[config.mk]
export PLATFORM = sky130hd
export DESIGN_NAME = pulse_rate_counter_flat
export DESIGN_NICKNAME = d
export VERILOG_FILES = /design/src/rtl/pulse_rate_counter_if.sv /design/src/rtl/pulse_rate_counter.sv /design/src/flat_wrapper.sv
export SDC_FILE = /design/constraint.sdc
export NUM_CORES = 1
export LEC_CHECK = 0
export ABC_AREA = 1
export CORE_ASPECT_RATIO = 1.25
export CORE_MARGIN = 2
export CORE_UTILIZATION = 25
export CTS_CLUSTER_DIAMETER = 60
export DETAILED_ROUTE_END_ITERATION = 8
export PLACE_DENSITY_LB_ADDON = 0.2
export RECOVER_POWER = 100
export REMOVE_ABC_BUFFERS = 1
export SLEW_MARGIN = 20
export SYNTH_ARGS = -nofsm -noshare
export SYNTH_HDL_FRONTEND = slang
export SYNTH_SLANG_ARGS = --single-unit
[constraint.sdc]
create_clock -name clk -period 3.1 [get_ports clk]
set_input_delay 0.465 -clock clk [delete_from_list [all_inputs] [get_ports clk]]
set_output_delay 0.465 -clock clk [all_outputs]
set_load 0.05 [all_outputs]
[src/rtl/pulse_rate_counter_if.sv]
// Pulse-rate measurement port bundle: raw pulse input toward the counter,
// latched window count and status back to the consumer.
interface pulse_rate_counter_if;
  logic       pulse_in;
  logic [3:0] data;
  logic       valid;
  logic       ovf;

  // Consumer / stimulus side
  modport master (output pulse_in, input data, input valid, input ovf);
  // Counter side
  modport slave  (input pulse_in, output data, output valid, output ovf);
endinterface

[src/rtl/pulse_rate_counter.sv]
// Pulse rate counter: synchronizes and debounces an asynchronous pulse input,
// counts accepted rising edges over a free-running 2^N-cycle gate window and
// latches a saturating 4-bit count plus overflow flag at each window end.
//
// Debounce FSM states:
//   state   | meaning
//   --------+-----------------------------------------------------------
//   ST_LOW  | stable low level accepted
//   ST_RISE | input went high, qualifying for DB cycles (edge on accept)
//   ST_HIGH | stable high level accepted
//   ST_FALL | input went low, qualifying for DB cycles (no edge)
module pulse_rate_counter #(
  parameter int N  = 22,
  parameter int DB = 4
) (
  input  logic                 clk,
  input  logic                 rstn,
  pulse_rate_counter_if.slave  bus
);

  localparam logic [7:0] DB_CNT = 8'(DB);

  typedef enum logic [1:0] {
    ST_LOW  = 2'd0,
    ST_RISE = 2'd1,
    ST_HIGH = 2'd2,
    ST_FALL = 2'd3
  } db_state_t;

  logic            s1;
  logic            s;
  db_state_t       state;
  db_state_t       state_nxt;
  logic [7:0]      db_cnt;
  logic [7:0]      db_cnt_nxt;
  logic            edge_pulse;
  logic [N-1:0]    gate;
  logic            tc;
  logic [3:0]      acc;
  logic            ovf_acc;
  logic            acc_inc;
  logic            acc_sat_hit;
  logic [3:0]      data_q;
  logic            valid_q;
  logic            ovf_q;

  // Two-flop synchronizer for the asynchronous pulse pin
  always_ff @(posedge clk or negedge rstn) begin
    if (!rstn) begin
      s1 <= 1'b0;
      s  <= 1'b0;
    end else begin
      s1 <= bus.pulse_in;
      s  <= s1;
    end
  end

  // Debounce FSM state and qualification counter registers
  always_ff @(posedge clk or negedge rstn) begin
    if (!rstn) begin
      state  <= ST_LOW;
      db_cnt <= 8'd0;
    end else begin
      state  <= state_nxt;
      db_cnt <= db_cnt_nxt;
    end
  end

  // Debounce FSM next-state: a new level must persist DB cycles past entry
  always_comb begin
    state_nxt  = state;
    db_cnt_nxt = db_cnt;
    case (state)
      ST_LOW: begin
        if (s) begin
          state_nxt  = ST_RISE;
          db_cnt_nxt = 8'd1;
        end
      end
      ST_RISE: begin
        if (!s)                    state_nxt  = ST_LOW;
        else if (db_cnt == DB_CNT) state_nxt  = ST_HIGH;
        else                       db_cnt_nxt = db_cnt + 8'd1;
      end
      ST_HIGH: begin
        if (!s) begin
          state_nxt  = ST_FALL;
          db_cnt_nxt = 8'd1;
        end
      end
      ST_FALL: begin
        if (s)                     state_nxt  = ST_HIGH;
        else if (db_cnt == DB_CNT) state_nxt  = ST_LOW;
        else                       db_cnt_nxt = db_cnt + 8'd1;
      end
      default: begin
        state_nxt  = ST_LOW;
        db_cnt_nxt = 8'd0;
      end
    endcase
  end

  // Debounce FSM output: one-cycle edge when a rising level is accepted
  always_comb begin
    edge_pulse = 1'b0;
    if (state == ST_RISE && s && db_cnt == DB_CNT) edge_pulse = 1'b1;
  end

  // Free-running gate counter; window boundaries depend on nothing else
  always_ff @(posedge clk or negedge rstn) begin
    if (!rstn) gate <= '0;
    else       gate <= gate + 1'b1;
  end

  assign tc          = &gate;
  assign acc_inc     = edge_pulse && (acc != 4'hF);
  assign acc_sat_hit = edge_pulse && (acc == 4'hF);

  // Accumulate edges; at tc the current cycle's edge still joins the closing window
  always_ff @(posedge clk or negedge rstn) begin
    if (!rstn) begin
      acc     <= 4'd0;
      ovf_acc <= 1'b0;
      data_q  <= 4'd0;
      ovf_q   <= 1'b0;
      valid_q <= 1'b0;
    end else if (tc) begin
      data_q  <= acc + {3'b000, acc_inc};
      ovf_q   <= ovf_acc | acc_sat_hit;
      valid_q <= 1'b1;
      acc     <= 4'd0;
      ovf_acc <= 1'b0;
    end else begin
      valid_q <= 1'b0;
      if (acc_inc)     acc     <= acc + 4'd1;
      if (acc_sat_hit) ovf_acc <= 1'b1;
    end
  end

  assign bus.data  = data_q;
  assign bus.valid = valid_q;
  assign bus.ovf   = ovf_q;

endmodule

[src/flat_wrapper.sv]
// flat-port wrapper written by rule: the top's interface ports become plain ports
module pulse_rate_counter_flat 
#(
  parameter int N  = 22,
  parameter int DB = 4
)
  (clk, rstn, bus_pulse_in, bus_data, bus_valid, bus_ovf);
  pulse_rate_counter_if bus_i ();
  input  logic clk;
  input  logic rstn;
  input wire logic [$bits(bus_i.pulse_in)-1:0] bus_pulse_in;
  output wire logic [$bits(bus_i.data)-1:0] bus_data;
  output wire logic [$bits(bus_i.valid)-1:0] bus_valid;
  output wire logic [$bits(bus_i.ovf)-1:0] bus_ovf;
  assign bus_i.pulse_in = bus_pulse_in;
  assign bus_data = bus_i.data;
  assign bus_valid = bus_i.valid;
  assign bus_ovf = bus_i.ovf;
  pulse_rate_counter #(.N(N), .DB(DB)) u_core (.clk(clk), .rstn(rstn), .bus(bus_i));
endmodule
# Word level (Yosys, flattened, before mapping)
# Index checks and enable logic that the tools add are counted.
[totals] ff_bits=45 inputBits=3 word_cells=56
[op_classes] addsub=4 eq_ne=12 n_mux=19 bitwise=1 reduce_logical=10
[op_table] cell="8-bit two-way mux" n=5
[op_table] cell="8-bit case mux with 4 select lines" n=1
[op_table] cell="22-bit by 1-bit adder with 22-bit output (second input constant)" n=1
[op_table] cell="22-bit AND reduction" n=1
[op_table] cell="2-bit two-way mux" n=6
[op_table] cell="8-bit by 1-bit adder with 8-bit output (second input constant)" n=1
[op_table] cell="8-bit by 3-bit == test with 1-bit output (second input constant)" n=1
[op_table] cell="4-bit two-way mux" n=2
[op_table] cell="2-bit case mux with 4 select lines" n=1
[op_table] cell="4-bit AND reduction" n=2
[op_table] cell="4-bit by 1-bit adder with 4-bit output" n=1
[op_table] cell="4-bit by 1-bit adder with 4-bit output (second input constant)" n=1
[op_table] cell="2-bit == test (second input constant)" n=2
[op_table] cell="4-bit == test (second input constant)" n=1
[op_table] cell="1-bit logical AND" n=4
[op_table] cell="1-bit two-way mux" n=4
[op_table] cell="2-bit by 1-bit inequality test with 1-bit output (second input constant)" n=2
[op_table] cell="2-bit inequality test (second input constant)" n=2
[op_table] cell="4-bit inequality test (second input constant)" n=1
[op_table] cell="2-bit nonzero test" n=2
[op_table] cell="3-bit by 1-bit inequality test with 1-bit output (second input constant)" n=1
[op_table] cell="3-bit inequality test (second input constant)" n=1
[op_table] cell="2-bit by 1-bit == test with 1-bit output (second input constant)" n=1
[op_table] cell="2-bit zero test" n=1
[op_table] cell="1-bit bitwise OR" n=1

# Depth between registers and ports, before layout
[logic_depth] ltp_word=7 mapped_depth=10 ltp_nobuf=10

# Worst setup path after synthesis
# Ideal clock, no wire load.
[synth_timing] path_type="register -> register" startpoint="register u_core.db_cnt[0]" endpoint="register u_core.data_q[2], in the netlist u_core.bus.data[2]" arrival_time_ns=1.681 slack_ns=1.292 stages_incl_launch_ff=11 path_buffers=0 path_cell_list="dfrtp_1 -> inv_1 -> ha_1 -> nand3_1 -> nor2_1 -> nand3_1 -> inv_1 -> ha_1 -> ha_1 -> xnor2_1 -> o21ai_0"
[synth_between] elab_chain_cells=5
[synth_rtl] element="from (decl)" line_no="pulse_rate_counter.sv:34" rtl="logic [7:0] db_cnt;"
[synth_rtl] element="from (signal assigned)" line_no="pulse_rate_counter.sv:65" rtl="db_cnt <= db_cnt_nxt;"
[synth_rtl] element="8-bit by 3-bit == test with 1-bit output" line_no="pulse_rate_counter.sv:106" rtl="if (state == ST_RISE && s && db_cnt == DB_CNT) edge_pulse = 1'b1;"
[synth_rtl] element="1-bit logical AND" line_no="pulse_rate_counter.sv:106"
[synth_rtl] element="1-bit two-way mux" line_no="pulse_rate_counter.sv:106"
[synth_rtl] element="1-bit logical AND" line_no="pulse_rate_counter.sv:116" rtl="assign acc_inc = edge_pulse && (acc != 4'hF);"
[synth_rtl] element="4-bit by 1-bit adder with 4-bit output" line_no="pulse_rate_counter.sv:128" rtl="data_q <= acc + {3'b000, acc_inc};"
[synth_rtl] element="to (signal assigned)" line_no="pulse_rate_counter.sv:128"
[synth_rtl] element="to (decl)" line_no="pulse_rate_counter.sv:43" rtl="logic [3:0] data_q;"
# Every way passes these cells.
# A chain may end at the register's enable or synchronous reset.

# Worst setup path in the final report
[layout_timing] startpoint="register u_core.gate[0]" endpoint="register u_core.ovf_q, in the netlist u_core.bus.ovf"
[layout_between] elab_chain_cells=1
[layout_rtl] element="from (decl)" line_no="pulse_rate_counter.sv:37" rtl="logic [N-1:0] gate;"
[layout_rtl] element="from (signal assigned)" line_no="pulse_rate_counter.sv:112" rtl="else gate <= gate + 1'b1;"
[layout_rtl] element="22-bit AND reduction" line_no="pulse_rate_counter.sv:115" rtl="assign tc = &gate;"
[layout_rtl] element="to (signal assigned)" line_no="pulse_rate_counter.sv:129" rtl="ovf_q <= ovf_acc | acc_sat_hit;"
[layout_rtl] element="to (decl)" line_no="pulse_rate_counter.sv:45" rtl="logic ovf_q;"
# Every way passes these cells.

==> flow_metrics.tcl <==
set metrics [dict create \
    drtIter0Drc 56 \
    ys_ff_latch 45 \
    relSlewSlack_pct 24.5 \
    rr_worst_depth 9 \
    die_height_um 110 \
    cpMostUsedCell "nand2_1" \
    critPathArrivalTime_ns 2.43 \
    endpoint_kind "flop" \
    fin_skew_ns 0.00616 \
    synthXorXnorAreaFrac_pct 8.90 \
    ys_seq_area_share_pct 49.7 \
    rsz0062_at_grt "false" \
    post-route-util_pct 29.0 \
    period_needed_ns 2.20 \
    syn2layout_area_growth_pct 12.1 \
    vias 1636 \
    postRouteAntennaNets 0 \
    cts_root_buf "clkbuf_8" \
    slew_violations 0 \
    synth-edff-count 0 \
    finalSetupTns_ns 0 \
    synth_top_area_share_pct 49.7 \
    row_count 38 \
    synth_top_family_by_area "simple AND/OR/NAND/NOR gates" \
    grt_first_pass_wirelength_mm 7.53 \
    hold_viol_final 0 \
    io_buffer_count 8 \
    grt_max_degree 46 \
    cts_tree "done" \
    first_global_vias 1625 \
    status "finished, final reports clean" \
    cts_resized 0 \
    dieWidth_um 89.1 \
    synth_compound_area_share_pct 2.98 \
    initial_utilization_pct 25.9 \
    gp_congestion 0.772 \
    grt_antenna_before_repair 0 \
    hold-worst-slack_ns 0.364 \
    stdcell_count 401 \
    min_path_type "flop to flop" \
    critPathMaxFanout 16 \
    synth_cell_types 20 \
    power_per_cell_area_mw_per_mm2 482 \
    worstSetupEndpoint "u_core.bus.ovf" \
    startpoint_type "flop" \
    vias_per_cell 4.08 \
    synth_warnings 0 \
    critical_path_class "flop to flop" \
    async_flop_share_pct 100 \
    peakVddDrop_mv 0.157 \
    r2r_slack_ns 0.90 \
    path_buf_inv 2 \
    synth_area_leader_cell "dfrtp_1" \
    synth_area_leaders "dfrtp_1, nand2_1, nand3_1" \
    max_cap_viol_count 0 \
    fmax_mhz 454 \
    grt_overflow 0 \
    cts_buffer_depth 2 \
    path_cells "ha_1 -> inv_1 -> nor2_1 -> nand2_4 -> nor2_1 -> nand2_1 -> inv_1 -> nand2_1 -> nand2_1" \
    crit_path_top_delay_cell "nor2_1" \
    numCtsBuffers 5 \
    r2r_end "u_core.bus.ovf" \
    drc 0 \
    synth_cells 269 \
    yosys.area_share.simple_pct 30.4 \
    startpoint "u_core.gate[0]" \
    core_area_mm2 0.00875 \
    finalInstanceArea_mm2 0.00254 \
    synth_mux_area_share_pct 0 \
    die_area_mm2 0.00984 \
    htree_levels 2 \
    r2r-start "u_core.gate[0]" \
    clock_latency_ns 0.29 \
    finalSetupViolCount 0 \
    wl_per_cell_um 10.5 \
    dp_cells 393 \
    place_area_mm2 0.00246 \
    drive_gt1_share_pct 3.91 \
    synth_area_mm2 0.00226 \
    cp_num_cells 9 \
    track_usage_pct 9.62 \
    cp_top_family "simple AND/OR/NAND/NOR gates" \
    worst_pin_slew_ns 1.13 \
    worstPathRequired_ns 3.33 \
    period_share_pct 71.0 \
    pin_count 9 \
    postCtsHoldBufs 0 \
    leakage_nw 1.22 \
    cpPeakStageDelay_ns 0.48 \
    drt_pass1_iterations 4 \
    clock_sinks 45 \
    synthAdderAreaFrac_pct 3.31 \
    wirelength_mm 4.20 \
    clkSlewWorstSetupHoldPaths_ns 0.08 \
    cts_setup_buffers 0 \
    dp_hpwl_mm 3.04 \
    finalNetCount 289 \
    synth-main-ff-cell "dfrtp_1" \
    diodes 0 \
    avgSynthCellArea_um2 8.42 \
]
[final cells by class]
cell class                      instances  area [um^2]
Clock inverter                          1         5.00
Clock buffer                            7         96.3
Tap cell                              120          150
Multi-Input combinational cell        200         1010
Sequential cell                        45         1130
Fill cell                             958         6210
Timing Repair Buffer                    8         75.1
Inverter                               20         75.1
[cell usage after synthesis (all sizes together) (2+ instances only)]
| cell type | number |
|---|---|
| nand3b | 4 |
| nor2 | 35 |
| ha | 6 |
| nand2 | 87 |
| dfrtp | 45 |
| xnor2 | 10 |
| inv | 20 |
| o21ai | 11 |
| nand4 | 3 |
| buf | 3 |
| xor2 | 13 |
| nor3 | 2 |
| nand3 | 27 |
[worst register-to-register path, delay by kind of cell, from the launching register on]
family,cells,cell delay (ns)
adder cells (fa/ha/maj),1,0.26
buffers and inverters,2,0.31
flip-flops,1,0.37
AND/OR/NAND/NOR,6,1.21
[per-layer routing]
| metal | track usage [%] | wire, um | vias to the layer above |
|---|---|---|---|
| met4 | 3.78 | 88 | 0 |
| met2 | 14.8 | 1970 | 16 |
| met1 | 12.9 | 2040 | 737 |
| met3 | 2.32 | 103 | 8 |
| met5 | 0 | 0 | - |
| li1 | - | - | 875 |
[through the flow]
step           worst slack (ns)  power (mW)
2_1_floorplan              1.29       0.785
3_3_place_gp               1.13       0.842
3_5_place_dp               1.08       0.842
4_1_cts                    1.08        1.25
5_1_grt                   0.665        1.31
6_report                  0.899        1.22
[power by group]
group / switching, mW / internal (mW)
registers: 0.0578 / 0.625
clock network: 0.196 / 0.202
logic: 0.0924 / 0.0497
[cell usage in the layout, fill, tap and decap left out, types with 6 or more instances in the layout]
master | synthesis | layout
nand2_1 | 85 | 86
xor2_1 | 13 | 13
dfrtp_1 | 45 | 45
o21ai_0 | 11 | 11
ha_1 | 6 | 6
xnor2_1 | 10 | 10
nor2_1 | 32 | 34
nand3_1 | 27 | 27
clkbuf_8 | 0 | 7
dlygate4sd3_1 | 0 | 7
inv_1 | 19 | 20
[worst min-delay path by stage]
| stage | to | startpoint | slack [ns] | cells after the start |
|---|---|---|---|---|
| after global routing | u_core.s | u_core.s1 | 0.38 | 0 |
| after CTS | u_core.s | u_core.s1 | 0.37 | 0 |
| final | u_core.s | u_core.s1 | 0.36 | 0 |
| after global placement | u_core.s | u_core.s1 | 0.34 | 0 |
| after floorplan | async pin | rstn | 0.17 | 0 |
| after detailed placement | u_core.s | u_core.s1 | 0.35 | 0 |
[sequential cells by signal (all words and copies together) (netlist names), named ones only]
| name | flops |
|---|---|
| u_core.bus.ovf | 1 |
| u_core.bus.valid | 1 |
| u_core.state | 1 |
| u_core.db_cnt | 8 |
| u_core.s | 1 |
| u_core.acc | 4 |
| u_core.s1 | 1 |
| u_core.bus.data | 4 |
| u_core.ovf_acc | 1 |
| u_core.gate | 22 |
[kinds of logic (layout without fill, tap and decap cells)]
family                     after synthesis  after routing
buffers and inverters                   24             36
and+or+nand+nor                        158            158
AOI/OAI and AO/OA                       13             13
xor gates and xnor gates                23             23
adders and majority gates                6              6
DFF                                     45             45
Power figures use the tool's default switching activity.
